`src/rtl/shifter_pkg.sv`:
```
// Shared shift-unit types: operation encodings and the iterative shifter state.
// Latency: n/a (types and constants only).
// Backpressure: n/a.
package shifter_pkg;

    // ALU shift operation encodings; the ALU decode imports these as well.
    typedef enum logic [1:0] {
        OP_SLL = 2'b00,
        OP_SRL = 2'b01,
        OP_SRA = 2'b10,
        OP_ROL = 2'b11
    } op_t;

    // Iterative shifter control states.
    typedef enum logic [1:0] {
        S_IDLE  = 2'b00,
        S_SHIFT = 2'b01,
        S_DONE  = 2'b10
    } shift_state_t;

endpackage

```
`src/rtl/shift_step.sv`:
```
// Combinational shift of WIDTH bits by 0..STEP positions, log2(STEP)+1 mux stages.
// Latency: 0 cycles (purely combinational).
// Backpressure: none; output follows inputs.
module shift_step
    import shifter_pkg::*;
#(
    parameter int WIDTH = 32,
    parameter int STEP  = 1,
    parameter int AMT_W = $clog2(STEP) + 1
) (
    input  logic [WIDTH-1:0] x,
    input  logic [AMT_W-1:0] amt,
    input  op_t              op,
    input  logic             fill,
    output logic [WIDTH-1:0] y
);

    // Stage k conditionally shifts by 2**k; the top stage can cover a full STEP.
    for (genvar k = 0; k < AMT_W; k++) begin : g_stage
        localparam int SH = 1 << k;
        logic [WIDTH-1:0] din;
        logic [WIDTH-1:0] shifted;
        logic [WIDTH-1:0] dout;

        if (k == 0) begin : g_first
            assign din = x;
        end else begin : g_chain
            assign din = g_stage[k-1].dout;
        end

        if (SH < WIDTH) begin : g_part
            // Partial-width shift with op-specific fill.
            always_comb begin
                case (op)
                    OP_SLL:  shifted = {din[WIDTH-1-SH:0], {SH{1'b0}}};
                    OP_SRL:  shifted = {{SH{1'b0}}, din[WIDTH-1:SH]};
                    OP_SRA:  shifted = {{SH{fill}}, din[WIDTH-1:SH]};
                    default: shifted = {din[WIDTH-1-SH:0], din[WIDTH-1:WIDTH-SH]};
                endcase
            end
        end else begin : g_full
            // A whole-width shift leaves only fill bits, or the operand itself for a rotate.
            always_comb begin
                case (op)
                    OP_SRA:  shifted = {WIDTH{fill}};
                    OP_ROL:  shifted = din;
                    default: shifted = '0;
                endcase
            end
        end

        assign dout = amt[k] ? shifted : din;
    end

    assign y = g_stage[AMT_W-1].dout;

endmodule

```
`src/rtl/iter_shifter.sv`:
```
// Multi-cycle SLL/SRL/SRA/ROL shifter moving up to STEP bits per clock.
// Latency: max(1, ceil(shamt/STEP)) busy cycles, then a one-cycle done pulse.
// Backpressure: start honoured only in IDLE/DONE; ignored (not queued) while busy.
module iter_shifter
    import shifter_pkg::*;
#(
    parameter int WIDTH   = 32,
    parameter int STEP    = 1,
    parameter int SHAMT_W = $clog2(WIDTH)
) (
    input  logic               clock,
    input  logic               reset_n,
    input  logic               start,
    input  logic [1:0]         op,
    input  logic [WIDTH-1:0]   data,
    input  logic [SHAMT_W-1:0] shamt,
    output logic               busy,
    output logic               done,
    output logic [WIDTH-1:0]   result
);

    localparam int AMT_W = $clog2(STEP) + 1;
    localparam int REM_W = SHAMT_W + 1;

    shift_state_t       state;
    logic [WIDTH-1:0]   acc;
    logic [SHAMT_W-1:0] rem;
    op_t                op_q;
    logic               sign;

    logic [REM_W-1:0]   rem_ext;
    logic [REM_W-1:0]   step_lim;
    logic [REM_W-1:0]   step_sz;
    logic [SHAMT_W-1:0] rem_next;
    logic [AMT_W-1:0]   step_amt;
    logic [WIDTH-1:0]   step_out;

    // Widen by one bit so STEP == WIDTH is representable in the comparison.
    assign rem_ext  = {1'b0, rem};
    assign step_lim = REM_W'(STEP);
    assign step_sz  = (rem_ext > step_lim) ? step_lim : rem_ext;
    assign rem_next = rem - step_sz[SHAMT_W-1:0];
    assign step_amt = AMT_W'(step_sz);

    shift_step #(
        .WIDTH (WIDTH),
        .STEP  (STEP),
        .AMT_W (AMT_W)
    ) u_step (
        .x    (acc),
        .amt  (step_amt),
        .op   (op_q),
        .fill (sign),
        .y    (step_out)
    );

    // Control FSM with accumulator, remaining count and registered handshake outputs.
    always_ff @(posedge clock or negedge reset_n) begin
        if (!reset_n) begin
            state <= S_IDLE;
            acc   <= '0;
            rem   <= '0;
            op_q  <= OP_SLL;
            sign  <= 1'b0;
            busy  <= 1'b0;
            done  <= 1'b0;
        end else begin
            done <= 1'b0;
            case (state)
                S_IDLE, S_DONE: begin
                    if (start) begin
                        acc   <= data;
                        rem   <= shamt;
                        op_q  <= op_t'(op);
                        sign  <= data[WIDTH-1];
                        busy  <= 1'b1;
                        state <= S_SHIFT;
                    end else begin
                        state <= S_IDLE;
                    end
                end
                S_SHIFT: begin
                    // A zero shift amount still spends one cycle here, leaving acc untouched.
                    if (rem != '0) begin
                        acc <= step_out;
                        rem <= rem_next;
                    end
                    if (rem_next == '0) begin
                        busy  <= 1'b0;
                        done  <= 1'b1;
                        state <= S_DONE;
                    end
                end
                default: begin
                    busy  <= 1'b0;
                    state <= S_IDLE;
                end
            endcase
        end
    end

    assign result = acc;

endmodule

```
`config.mk`:
```
export PLATFORM = sky130hd
export DESIGN_NAME = iter_shifter
export DESIGN_NICKNAME = d
export VERILOG_FILES = /design/src/rtl/shifter_pkg.sv /design/src/rtl/shift_step.sv /design/src/rtl/iter_shifter.sv
export SDC_FILE = /design/constraint.sdc
export NUM_CORES = 1
export LEC_CHECK = 0
export BUFFER_PORTS_ARGS = -buffer_cell sky130_fd_sc_hd__buf_2
export CORE_ASPECT_RATIO = 1.25
export CORE_MARGIN = 3
export CORE_UTILIZATION = 60
export CTS_BUF_LIST = sky130_fd_sc_hd__clkbuf_2 sky130_fd_sc_hd__clkbuf_4 sky130_fd_sc_hd__clkbuf_8
export CTS_CLUSTER_SIZE = 28
export DETAILED_ROUTE_END_ITERATION = 7
export GPL_ROUTABILITY_DRIVEN = 0
export PLACE_DENSITY_LB_ADDON = 0.25
export SLEW_MARGIN = 25
export SYNTH_ARGS = -nofsm -noshare
export SYNTH_HDL_FRONTEND = slang
export SYNTH_HIERARCHICAL = 1
export SYNTH_SLANG_ARGS = --single-unit
```
`constraint.sdc`:
```
create_clock -name clock -period 3.11 [get_ports clock]
set_input_delay 0.4665 -clock clock [delete_from_list [all_inputs] [get_ports clock]]
set_output_delay 0.4665 -clock clock [all_outputs]
set_load 0.02 [all_outputs]
```
* Word-level counts from Yosys, hierarchy flattened *
Index checks and enable logic that the tools add are counted.

storage, ports and cells
  flip-flop bits (word level) = 44
  latch bits = 0
  bits in writable memories = 0
  bits in read-only memories = 0
  input bits = 42
  output and inout port bits = 34
  word-level logic and storage cells = 44
  memories = 0

operators by class
  $add $sub $neg = 1
  multipliers = 0
  divide/modulo/power cells = 0
  $lt $le $gt $ge = 1
  eq/ne operators = 8
  shift-type cells = 0
  multiplexer cells = 17
  bitwise gates (word level) = 0
  reduce and logical (&&, ||, !) cells = 10

operators by type and width
  cell                                                                              number
  32-bit 2-to-1 mux                                                                 3
  32-bit case mux with 3 select lines                                               1
  32-bit case mux with 2 select lines                                               1
  5-bit 2-to-1 mux                                                                  3
  5-bit case mux with 2 select lines                                                1
  2-bit != test (second input constant)                                             4
  5-bit by 1-bit greater-than comparator with 1-bit output (second input constant)  1
  5-bit logical NOT                                                                 1
  1-bit 2-to-1 mux                                                                  5
  5-bit nonzero test                                                                1
  5-bit subtractor                                                                  1
  2-bit by 1-bit == test with 1-bit output (second input constant)                  2
  2-bit == test (second input constant)                                             2
  2-bit logical NOT                                                                 2
  2-bit case mux with 2 select lines                                                1
  2-bit AND reduction                                                               2
  4-bit AND reduction                                                               1
  3-bit AND reduction                                                               1
  2-bit 2-to-1 mux                                                                  1
  1-bit case mux with 2 select lines                                                1
  2-bit nonzero test                                                                1
  2-bit OR reduction                                                                1

* Longest topological paths before layout *
Gate-level depths: netlist of the first run.

  depth in word-level cells = 6
  mapped depth = 10
  mapped depth without buffers = 7

* Hierarchy *
Netlist of the first run, hierarchy kept.

by module, submodules not included
  module        times used  cells each  area each (um2)
  iter_shifter  1           248         2519.9
  shift_step    1           111         704.4

* Worst setup path after synthesis of the first run *
OpenSTA, ideal clock, no wires.

  kind = flip-flop to flip-flop
  from = register rem[2]
  to = register acc[10], in the netlist result[10]
  library setup time = 0.138 ns
  data arrival time = 1.841 ns
  setup slack = 1.131 ns
  stages on the path, launching flop included = 11
  buffers on the path = 4
  cell sequence = dfrtp_1 buf_6 nor3_4 buf_2 nand2_1 clkbuf_2 clkbuf_1 nor2_1 a21oi_1 a211oi_1 a311oi_2

on the way
  cells in the longest elaborated chain, start to end = 4
  elaborated cells between the ends (all ways) = 6
  classes of those cells = order compare: 1; eq/ne: 2; mux: 1; reduce/logical: 2

RTL lines
  item                                                      RTL line            text
  start, declared                                           iter_shifter.sv:27  logic [SHAMT_W-1:0] rem;
  start signal, assigned                                    iter_shifter.sv:73  rem <= shamt;
  start signal, assigned                                    iter_shifter.sv:86  rem <= rem_next;
  5-bit by 1-bit greater-than comparator with 1-bit output  iter_shifter.sv:41  assign step_sz = (rem_ext > step_lim) ? step_lim : rem_ext;
  5-bit 2-to-1 mux                                          iter_shifter.sv:41
  via step_sz[0]                                            iter_shifter.sv:33  logic [REM_W-1:0] step_sz;
  2-bit != test (no line)                                   -
  4-bit AND reduction (no line)                             -
  end signal, assigned                                      iter_shifter.sv:72  acc <= data;
  end signal, assigned                                      iter_shifter.sv:85  acc <= step_out;
  end, declared                                             iter_shifter.sv:26  logic [WIDTH-1:0] acc;

The timed path passes the listed nets, and every way through them passes these cells.
A chain may end at the register's enable or synchronous reset.

* Worst setup path after layout of the first run *
  from = register rem[2]
  to = register acc[18], in the netlist result[18]

The elaborated chain is that of the path after synthesis.

==> results.sh, run 1 <==
export IMPL_status="complete, no violations"
export IMPL_die_h_um=88.0
export IMPL_fp_dieArea_um2=6290
export IMPL_ctsHoldBuffers=0
export IMPL_path_class="reg -> reg"
export IMPL_dieWidth_um=71.6
export IMPL_p_leak_nw=1.72
export IMPL_wl_met2_um=3620
export IMPL_antenna_found_initial=0
export IMPL_crit_arrival_ns=2.42
export IMPL_grtUsageTotal_pct=23.7
export IMPL_drv_cap=0
export IMPL_p_sw_share_pct=48.6
export IMPL_io_pins=76
export IMPL_worst_pin_slew_ns=0.953
export IMPL_route_met3_wl_um=370
export IMPL_hpwlAfterDp_um=4650
export IMPL_grt_pass1_wl_um=12100
export IMPL_ys_types=34
export IMPL_end_kind="flop"
export IMPL_hold_viol=0
export IMPL_core_rowCount=29
export IMPL_grt_max_degree=75
export IMPL_slew_violations=0
export IMPL_wire_per_inst_um=15.1
export IMPL_grt_pass1_vias=2636
export IMPL_diodes=0
export IMPL_cts_resized=0
export IMPL_syn_area_um2=3220
export IMPL_start_util_pct=62.6
export IMPL_dp_worst_setup_slack_ns=0.571
export IMPL_gr_total_overflow=0
export IMPL_clk_path_buf_depth=2
export IMPL_worst_ir_drop_vdd_mv=0.777
export IMPL_wirelength_met1_um=3150
export IMPL_yosys_register_bits=44
export IMPL_start_kind="flop"
export IMPL_cts_tree="built"
export IMPL_dr_max_layer_used="met4"
export IMPL_maxSlewHeadroom_pct=36.5
export IMPL_finalSetupTns_ns=0
export IMPL_cts_sinks=44
export IMPL_pwr_share_clk_pct=8.2
export IMPL_power_frac_comb_pct=65.3
export IMPL_min_path_type="in -> async"
export IMPL_timing_hold_ws_ns=0.160
export IMPL_setup_viol=0
export IMPL_ys_seq_area_share_pct=34.1
export IMPL_seqPwrFrac_pct=26.5
export IMPL_nFillCells=408
export IMPL_setup_slack_ns=0.824
export IMPL_drt_iter0_markers=261
export IMPL_clk_latency_ns=0.30
export IMPL_drive_gt1_share_pct=29.5
export IMPL_syn_num_nets=403
export IMPL_fin_skew_ns=0.0116
export IMPL_ant_nets=0
export IMPL_yosysWarningCount=6
export IMPL_r2r_cells=6
export IMPL_fin_crit_ns=2.29
export IMPL_cts_root_buf="clkbuf_8"
export IMPL_ctsHtreeMaxLevel=2
export IMPL_clk_pin_slew_ns=0.09
export IMPL_p_int_w=0.00245
export IMPL_via_per_inst=5.92
export IMPL_avgSynthCellArea_um2=8.98
export IMPL_rsz0062_at_grt="no"
export IMPL_fmax_mhz=437
export IMPL_drcViolationCount=0
export IMPL_numCtsBuffers=5
export IMPL_port_buffers=75
export IMPL_crit_fanout=65
export IMPL_routed_wl_um=7170
export IMPL_post_route_util_pct=70.7
export IMPL_power_density_nw_per_um2=1310
export IMPL_period_share_pct=73.5
export IMPL_core_area_um2=5150
export IMPL_critPathRequiredTime_ns=3.24
export IMPL_vias=2810
export IMPL_power_switching_w=0.00232
export IMPL_dr_pass1_iters=5
export IMPL_synthToLayoutAreaGrowth_pct=12.9
export IMPL_synth_cells=359
export IMPL_layout_nets=457
export IMPL_postCtsSetupRepairBufs=0
[placed cells by master (no fill, tap or decap), drive strengths merged, types with 7 or more instances in the layout]
cell / n
buf: 80
inv: 36
clkbuf: 7
a21oi: 32
mux2i: 31
nor2: 72
a311oi: 33
a211oi: 37
nand2: 11
dfrtp: 44
[power by group through the flow]
stage               clock network, W  logic [W]  registers [W]
finish                      0.000390    0.00312        0.00127
global route                0.000424    0.00343        0.00132
CTS                         0.000404    0.00313        0.00126
detailed placement                 0    0.00312        0.00127
global placement                   0    0.00303        0.00126
floorplan                          0    0.00242        0.00142
[per-stage QoR]
step                power, W  std cells  cell area, µm²
CTS                  0.00480        475            3630
global placement     0.00430        468            3540
global route         0.00517        475            3640
floorplan            0.00384        359            3220
detailed placement   0.00439        468            3540
finish               0.00477        475            3640
[cell families after synthesis]
logic type	count (synthesis)	synth area share, %
compound gates	111	30.2
simple gates	95	12.5
buf+inv	69	10.4
flops	44	34.1
mux	33	10.3
xor+xnor	5	1.59
fa+ha+maj	2	0.776
[layout make-up]
type,count,area [µm²],area share (%)
Multi-Input combinational cell,246,1820,49.9
Timing Repair Buffer,80,415,11.4
Inverter,36,135,3.71
Clock buffer,7,96.3,2.65
Sequential cell,44,1100,30.2
Tap cell,62,77.6,2.13
[Yosys cell counts]
library cell | number | area, µm²
a211oi_1 | 37 | 278
a21o_1 | 1 | 7.51
a21oi_1 | 32 | 160
a22oi_1 | 1 | 7.51
a311oi_1 | 4 | 35.0
a311oi_2 | 29 | 435
a31o_1 | 1 | 8.76
a31oi_1 | 2 | 12.5
a32o_1 | 1 | 10.0
and2_1 | 2 | 12.5
buf_1 | 1 | 3.75
buf_2 | 12 | 60.1
buf_6 | 8 | 90.1
clkbuf_1 | 11 | 41.3
clkbuf_2 | 1 | 5.00
dfrtp_1 | 44 | 1100
ha_1 | 2 | 25.0
inv_1 | 36 | 135
mux2_1 | 2 | 22.5
mux2i_1 | 31 | 310
nand2_1 | 11 | 41.3
nand2b_1 | 3 | 18.8
nand3b_1 | 1 | 7.51
nor2_1 | 71 | 267
nor2_2 | 1 | 6.26
nor2b_1 | 2 | 12.5
nor3_4 | 1 | 16.3
nor3b_1 | 2 | 15.0
o21ai_0 | 1 | 5.00
o22ai_1 | 1 | 6.26
o32ai_1 | 1 | 8.76
or4_1 | 1 | 7.51
xnor2_1 | 4 | 35.0
xnor2_2 | 1 | 16.3
[worst max-delay path, stage by stage, from the launching register on]
cell and delay, ns:
dfrtp_1 0.49, nor3_4 0.48, nand2_4 0.49, nor2_1 0.23, a21oi_1 0.05, a211oi_1 0.29, a311oi_2 0.08
[worst paths after layout]
| kind | start | slack, ns | endpoint |
|---|---|---|---|
| worst max-delay path | rem[2]$_DFFE_PN0P_ | 0.82 | result[18]$_DFFE_PN0P_ |
| worst min-delay path | reset_n | 0.16 | result[5]$_DFFE_PN0P_ |
| worst max register to register | rem[2]$_DFFE_PN0P_ | 0.82 | result[18]$_DFFE_PN0P_ |
| worst min register to register | sign$_DFFE_PN0P_ | 0.47 | sign$_DFFE_PN0P_ |
| max in group asynchronous | reset_n | 2.56 | result[25]$_DFFE_PN0P_ |
| min in group clock | op[0] | 0.36 | op_q[0]$_DFFE_PN0P_ |
[per-layer routing]
metal / up-vias / track usage [%]
li1: 1389 / -
met1: 1335 / 30.6
met2: 84 / 40.8
met3: 2 / 4.59
met4: 0 / 5.81
met5: - / 0
[state kept, by name, summed over array words and instances (netlist names)]
register  cells
busy          1
done          1
op_q          2
rem           5
result       32
sign          1
state         2
Note: power is estimated with default switching activity, not from simulation.
==> run 2, diff against run 1 <==
Settings changed: CORE_UTILIZATION 60 to 51.
Clock period 3.11 ns to 1.9 ns, I/O delays scaled along.
==> results.sh, run 2 (synthesized netlist as in run 1, its figures left out) <==
export IMPL_status="finished, violations left"
export IMPL_violations="negative hold slack"
export IMPL_p_int_w=0.00427
export IMPL_rr_startpoint="rem[4]$_DFFE_PN0P_"
export IMPL_cts_root_buf="clkbuf_8"
export IMPL_multi_input_area_um2=1820
export IMPL_path_class="reg -> reg"
export IMPL_fmax_mhz=570
export IMPL_hold_viol=23
export IMPL_final_seq_area_um2=1100
export IMPL_dieWidth_um=77.1
export IMPL_min_path_type="in -> async"
export IMPL_pwr_share_clk_pct=7.9
export IMPL_power_density_nw_per_um2=2150
export IMPL_rrSetupSlack_ns=0.15
export IMPL_setup_viol=0
export IMPL_drcViolationCount=0
export IMPL_grtUsageTotal_pct=22.8
export IMPL_fin_crit_ns=1.75
export IMPL_finalSetupTns_ns=0
export IMPL_cts_sinks=44
export IMPL_nFillCells=569
export IMPL_clk_path_buf_depth=2
export IMPL_cts_tree="built"
export IMPL_power_frac_comb_pct=66.6
export IMPL_fp_dieArea_um2=7320
export IMPL_ant_nets=0
export IMPL_slowest_delay_ns=0.48
export IMPL_clk_pin_slew_ns=0.09
export IMPL_diodes=0
export IMPL_maxSlewHeadroom_pct=59.4
export IMPL_largest_register_ffs=32
export IMPL_drive_gt1_share_pct=31.4
export IMPL_grt_pass1_wl_um=13600
export IMPL_drt_iter0_markers=228
export IMPL_critPathRequiredTime_ns=2.11
export IMPL_clk_latency_ns=0.30
export IMPL_drv_cap=0
export IMPL_critPathSlowestCell="dfrtp_1"
export IMPL_gr_total_overflow=0
export IMPL_routed_wl_um=8050
export IMPL_grt_pass1_vias=2778
export IMPL_layout_nets=467
export IMPL_worst_ir_drop_vdd_mv=1.11
export IMPL_power_switching_w=0.00394
export IMPL_post_route_util_pct=63.9
export IMPL_via_per_inst=5.68
export IMPL_final_cell_mix="75 x buf_2, 71 x nor2_1, 43 x dfrtp_1"
export IMPL_antenna_found_initial=0
export IMPL_start_kind="flop"
export IMPL_layout_commonest_cell="buf_2"
export IMPL_period_share_pct=92.3
export IMPL_core_area_um2=5970
export IMPL_numCtsBuffers=5
export IMPL_core_rowCount=31
export IMPL_die_h_um=94.9
export IMPL_crit_reg2reg_capture="busy$_DFFE_PN0P_"
export IMPL_end_kind="flop"
export IMPL_seqPwrFrac_pct=25.5
export IMPL_slew_violations=0
export IMPL_r2r_cells=7
export IMPL_p_sw_share_pct=48.0
export IMPL_crit_arrival_ns=1.96
export IMPL_vias=2869
export IMPL_hpwlAfterDp_um=5470
export IMPL_worst_pin_slew_ns=0.608
export IMPL_grt_max_degree=37
export IMPL_dr_pass1_iters=6
export IMPL_ctsHoldBuffers=0
export IMPL_timing_hold_ws_ns=-0.0114
export IMPL_start_util_pct=54.0
export IMPL_crit_fanout=5
export IMPL_wire_per_inst_um=15.9
export IMPL_fin_skew_ns=0.0109
export IMPL_synthToLayoutAreaGrowth_pct=18.3
export IMPL_ctsHtreeMaxLevel=2
export IMPL_rsz0062_at_grt="no"
export IMPL_port_buffers=75
export IMPL_io_pins=76
export IMPL_cp_cell_sequence="nor2_4 > a21oi_1 > inv_1 > ha_1 > nor3b_1 > a32o_1 > o32ai_1"
export IMPL_p_leak_nw=1.78
run 2: cell types whose count changed in the layout (fill, tap and decap cells not counted):
cell | before | now
buf_12 | 0 | 6
buf_4 | 6 | 9
buf_2 | 74 | 75
dfrtp_1 | 44 | 43
dfrtp_2 | 0 | 1
nand2_2 | 0 | 1
nand2_4 | 1 | 0
nor2_2 | 1 | 0
nor2_4 | 0 | 1
run 2: worst max-delay path, delay by kind of cell (launching register included):
kind                       cells  cell delay (ns)
adders and majority gates      1             0.20
buffers and inverters          1             0.08
and+or+nand+nor                2             0.23
DFF                            1             0.48
AOI/OAI and AO/OA              3             0.67
run 2: worst max path at each step:
stage                   startpoint  slack (ns)                endpoint
3_3_place_gp   op_q[1]$_DFFE_PN0P_        0.22  result[18]$_DFFE_PN0P_
3_5_place_dp    rem[2]$_DFFE_PN0P_        0.14        busy$_DFFE_PN0P_
4_1_cts         rem[2]$_DFFE_PN0P_        0.13        busy$_DFFE_PN0P_
5_1_grt         rem[4]$_DFFE_PN0P_        0.02        busy$_DFFE_PN0P_
6_report        rem[4]$_DFFE_PN0P_        0.15        busy$_DFFE_PN0P_
2_1_floorplan   rem[2]$_DFFE_PN0P_      -0.001  result[18]$_DFFE_PN0P_
run 2: timing repair:
item | CTS | global route
resized for setup | 0 | 1
buffers inserted | 0 | 0
setup endpoints to repair | 0 | 3
run 2: per-layer routing:
layer	vias up	global-route usage, %	routed length, µm
met3	9	4.10	445
li1	1409	-	-
met5	-	0	0
met2	78	38.3	3980
met1	1373	30.2	3520
met4	0	6.53	103
run 2: area by class of cell:
| type | instances | share of cell area (%) |
|---|---|---|
| Clock buffer | 7 | 2.53 |
| Inverter | 36 | 3.54 |
| Multi-Input combinational cell | 246 | 47.6 |
| Sequential cell | 44 | 28.9 |
| Tap cell | 82 | 2.69 |
| Timing Repair Buffer | 90 | 14.8 |
run 2: metrics by stage:
stage / total power [W] / instances / instance area (µm²) / setup slack [ns]
final: 0.00821 / 505 / 3810 / 0.147
after global routing: 0.00884 / 505 / 3810 / 0.0207
after CTS: 0.00825 / 505 / 3810 / 0.132
after detailed placement: 0.00759 / 498 / 3720 / 0.143
after global placement: 0.00740 / 498 / 3720 / 0.225
after floorplan: 0.00634 / 359 / 3270 / -0.00122
run 2: power by group through the flow:
stage | Combinational (W) | Sequential (W) | Clock [W]
2_1_floorplan | 0.00401 | 0.00234 | 0
6_report | 0.00547 | 0.00209 | 0.000647
3_5_place_dp | 0.00548 | 0.00211 | 0
4_1_cts | 0.00550 | 0.00209 | 0.000664
3_3_place_gp | 0.00532 | 0.00208 | 0
5_1_grt | 0.00596 | 0.00218 | 0.000700
==> run 3, diff against run 2 <==
Settings changed: CORE_MARGIN 3 to 8, CORE_UTILIZATION 51 to 48, SYNTH_HIERARCHICAL 1 to not set.
==> results.sh, run 3 <==
export IMPL_antenna_found_initial=0
export IMPL_status="complete, no violations"
export IMPL_cts_root_buf="clkbuf_8"
export IMPL_drv_cap=0
export IMPL_crit_family="simple AND/OR/NAND/NOR gates"
export IMPL_dr_max_layer_used="met4"
export IMPL_hpwlAfterDp_um=4900
export IMPL_fin_skew_ns=0.00358
export IMPL_async_flop_share_pct=100
export IMPL_p_sw_share_pct=48.6
export IMPL_core_rowCount=29
export IMPL_end_kind="flop"
export IMPL_ant_nets=0
export IMPL_grt_pass1_wl_um=11700
export IMPL_placedCellCount=424
export IMPL_drcViolationCount=0
export IMPL_via_per_inst=5.81
export IMPL_multi_input_area_um2=1310
export IMPL_wire_per_inst_um=16.3
export IMPL_crit_fanout=3
export IMPL_dieWidth_um=80.6
export IMPL_ys_seq_area_share_pct=44.0
export IMPL_cp_cell_sequence="or4_4 > nand2b_4 > inv_2 > ha_4 > nand2b_1 > nand4b_1 > nor2_2 > o32ai_2"
export IMPL_final_cells=435
export IMPL_cts_tree="built"
export IMPL_power_frac_comb_pct=64.0
export IMPL_min_path_type="in -> reg"
export IMPL_seqPwrFrac_pct=27.2
export IMPL_io_pins=76
export IMPL_largest_register_ffs=32
export IMPL_period_share_pct=98.8
export IMPL_grt_max_degree=46
export IMPL_diodes=0
export IMPL_start_kind="flop"
export IMPL_post_route_util_pct=63.9
export IMPL_hold_viol=0
export IMPL_critPathRequiredTime_ns=2.08
export IMPL_slowest_delay_ns=0.55
export IMPL_slew_violations=0
export IMPL_p_leak_nw=1.44
export IMPL_power_w=0.00738
export IMPL_start_util_pct=49.6
export IMPL_synth_cells=296
export IMPL_finalSetupTns_ns=0
export IMPL_synthFlopType="dfrtp_1"
export IMPL_worst_ir_drop_vdd_mv=1.02
export IMPL_setup_slack_ns=0.0222
export IMPL_avgSynthCellArea_um2=8.45
export IMPL_drt_iter0_markers=171
export IMPL_synthTopCellsByArea="dfrtp_1 44%, nor3_1 12%, o41ai_1 9.1%"
export IMPL_syn_area_um2=2500
export IMPL_wl_met2_um=3450
export IMPL_synth_compound_area_share_pct=16.1
export IMPL_synth_commonest_cells="62 x nor3_1, 44 x dfrtp_1, 44 x nand2_1"
export IMPL_fin_crit_ns=1.88
export IMPL_die_h_um=96.7
export IMPL_maxSlewHeadroom_pct=62.4
export IMPL_core_area_um2=5040
export IMPL_synth_adder_area_share_pct=1.00
export IMPL_yosysMostFrequentCell="nor3_1"
export IMPL_numCtsBuffers=5
export IMPL_dp_worst_setup_slack_ns=-0.0669
export IMPL_cp_num_buf_inv=1
export IMPL_final_seq_area_um2=1100
export IMPL_gr_total_overflow=0
export IMPL_ys_types=35
export IMPL_route_met3_wl_um=488
export IMPL_synth_area_leader_cell="dfrtp_1"
export IMPL_yosys_register_bits=44
export IMPL_syn_num_nets=340
export IMPL_layout_commonest_cell="buf_2"
export IMPL_ctsHtreeMaxLevel=2
export IMPL_routed_wl_um=7090
export IMPL_clk_latency_ns=0.30
export IMPL_power_switching_w=0.00359
export IMPL_critPathSlowestCell="or4_4"
export IMPL_port_buffers=75
export IMPL_worst_pin_slew_ns=0.564
export IMPL_wirelength_met1_um=3040
export IMPL_yosysWarningCount=0
export IMPL_layout_nets=416
export IMPL_path_class="reg -> reg"
export IMPL_grt_pass1_vias=2559
export IMPL_drive_gt1_share_pct=33.0
export IMPL_vias=2528
export IMPL_final_cell_mix="75 x buf_2, 60 x nor3_1, 44 x nand2_1, 44 x dfrtp_1, 38 x nor2_1"
export IMPL_crit_arrival_ns=2.06
export IMPL_clk_path_buf_depth=2
export IMPL_pwr_share_clk_pct=8.8
export IMPL_fp_dieArea_um2=7790
export IMPL_synth_simple_area_share_pct=29.8
export IMPL_clk_pin_slew_ns=0.08
export IMPL_synth_top_family_by_area="simple AND/OR/NAND/NOR gates"
export IMPL_synthToLayoutAreaGrowth_pct=28.8
export IMPL_synth_top_area_share_pct=44.0
export IMPL_rsz0062_at_grt="yes"
export IMPL_p_int_w=0.00379
export IMPL_synthMuxAreaShare_pct=1.25
export IMPL_fmax_mhz=533
export IMPL_synth_xor_area_share_pct=0.700
export IMPL_grtUsageTotal_pct=18.3
export IMPL_nFillCells=448
export IMPL_power_density_nw_per_um2=2290
export IMPL_synth_edff_count=0
export IMPL_dr_pass1_iters=4
export IMPL_cts_sinks=44
export IMPL_setup_viol=0
run 3: cell types whose count changed after synthesis, sizes merged, moves of 32 or more:
| cell | before | now |
|---|---|---|
| nor3 | 1 | 62 |
| a311oi | 33 | 1 |
| inv | 36 | 3 |
| nand2 | 11 | 44 |
| a211oi | 37 | 1 |
| nor2 | 72 | 39 |
run 3: worst reg2reg max path, delay by kind of cell (launching register included):
family	cells	cell delay, ns
compound gates	1	0.09
buf+inv	1	0.04
fa+ha+maj	1	0.16
simple gates	5	1.08
flops	1	0.38
run 3: final cells by class:
class / instances / area share (%)
Sequential cell: 44 / 34.2
Multi-Input combinational cell: 222 / 40.7
Inverter: 3 / 0.350
Tap cell: 62 / 2.41
Clock buffer: 8 / 3.03
Timing Repair Buffer: 96 / 19.3
run 3: path summary, 6_finish.rpt:
check	startpoint	endpoint	slack, ns	depth (start not counted)
setup reg to reg	rem[4]$_DFFE_PN0P_	busy$_DFFE_PN0P_	0.02	8
min in group asynchronous	reset_n	result[31]$_DFFE_PN0P_	0.51	2
hold / removal	op[0]	op_q[0]$_DFFE_PN0P_	0.17	3
hold reg to reg	sign$_DFFE_PN0P_	sign$_DFFE_PN0P_	0.49	2
max in group asynchronous	reset_n	result[9]$_DFFE_PN0P_	0.81	3
setup / recovery	rem[4]$_DFFE_PN0P_	busy$_DFFE_PN0P_	0.02	8
run 3: cell families (layout without fill, tap and decap cells):
family                     after synthesis  in the layout
adders and majority gates                2              2
and+or+nand+nor                        163            163
buffers and inverters                   30            107
xor gates and xnor gates                 2              2
muxes                                    3              3
AOI/OAI and AO/OA                       52             52
DFF                                     44             44
run 3: per-stage QoR:
stage / cell area, µm² / hold slack, ns
finish: 3220 / 0.173
global route: 3220 / 0.178
CTS: 3200 / 0.169
detailed placement: 3040 / 0.302
global placement: 3040 / 0.304
floorplan: 2500 / -0.0106
run 3: timing repair:
action	CTS	global route
gates resized for setup	5	7
hold endpoints to repair	22	0
endpoints found under the setup margin	2	10
pin swaps	4	7
setup buffers	3	0
hold buffers	1	0
run 3: power groups by stage:
| stage | Combinational (W) | Clock, W | Sequential, W |
|---|---|---|---|
| after global routing | 0.00516 | 0.000693 | 0.00208 |
| after detailed placement | 0.00458 | 0 | 0.00201 |
| final | 0.00473 | 0.000647 | 0.00201 |
| after CTS | 0.00471 | 0.000662 | 0.00199 |
| after global placement | 0.00447 | 0 | 0.00200 |
| after floorplan | 0.00280 | 0 | 0.00233 |
run 3: metal layers:
metal	up-vias	GRT usage, %
met5	-	0
met1	1219	22.7
met3	12	4.72
met2	70	29.3
li1	1227	-
met4	0	6.32
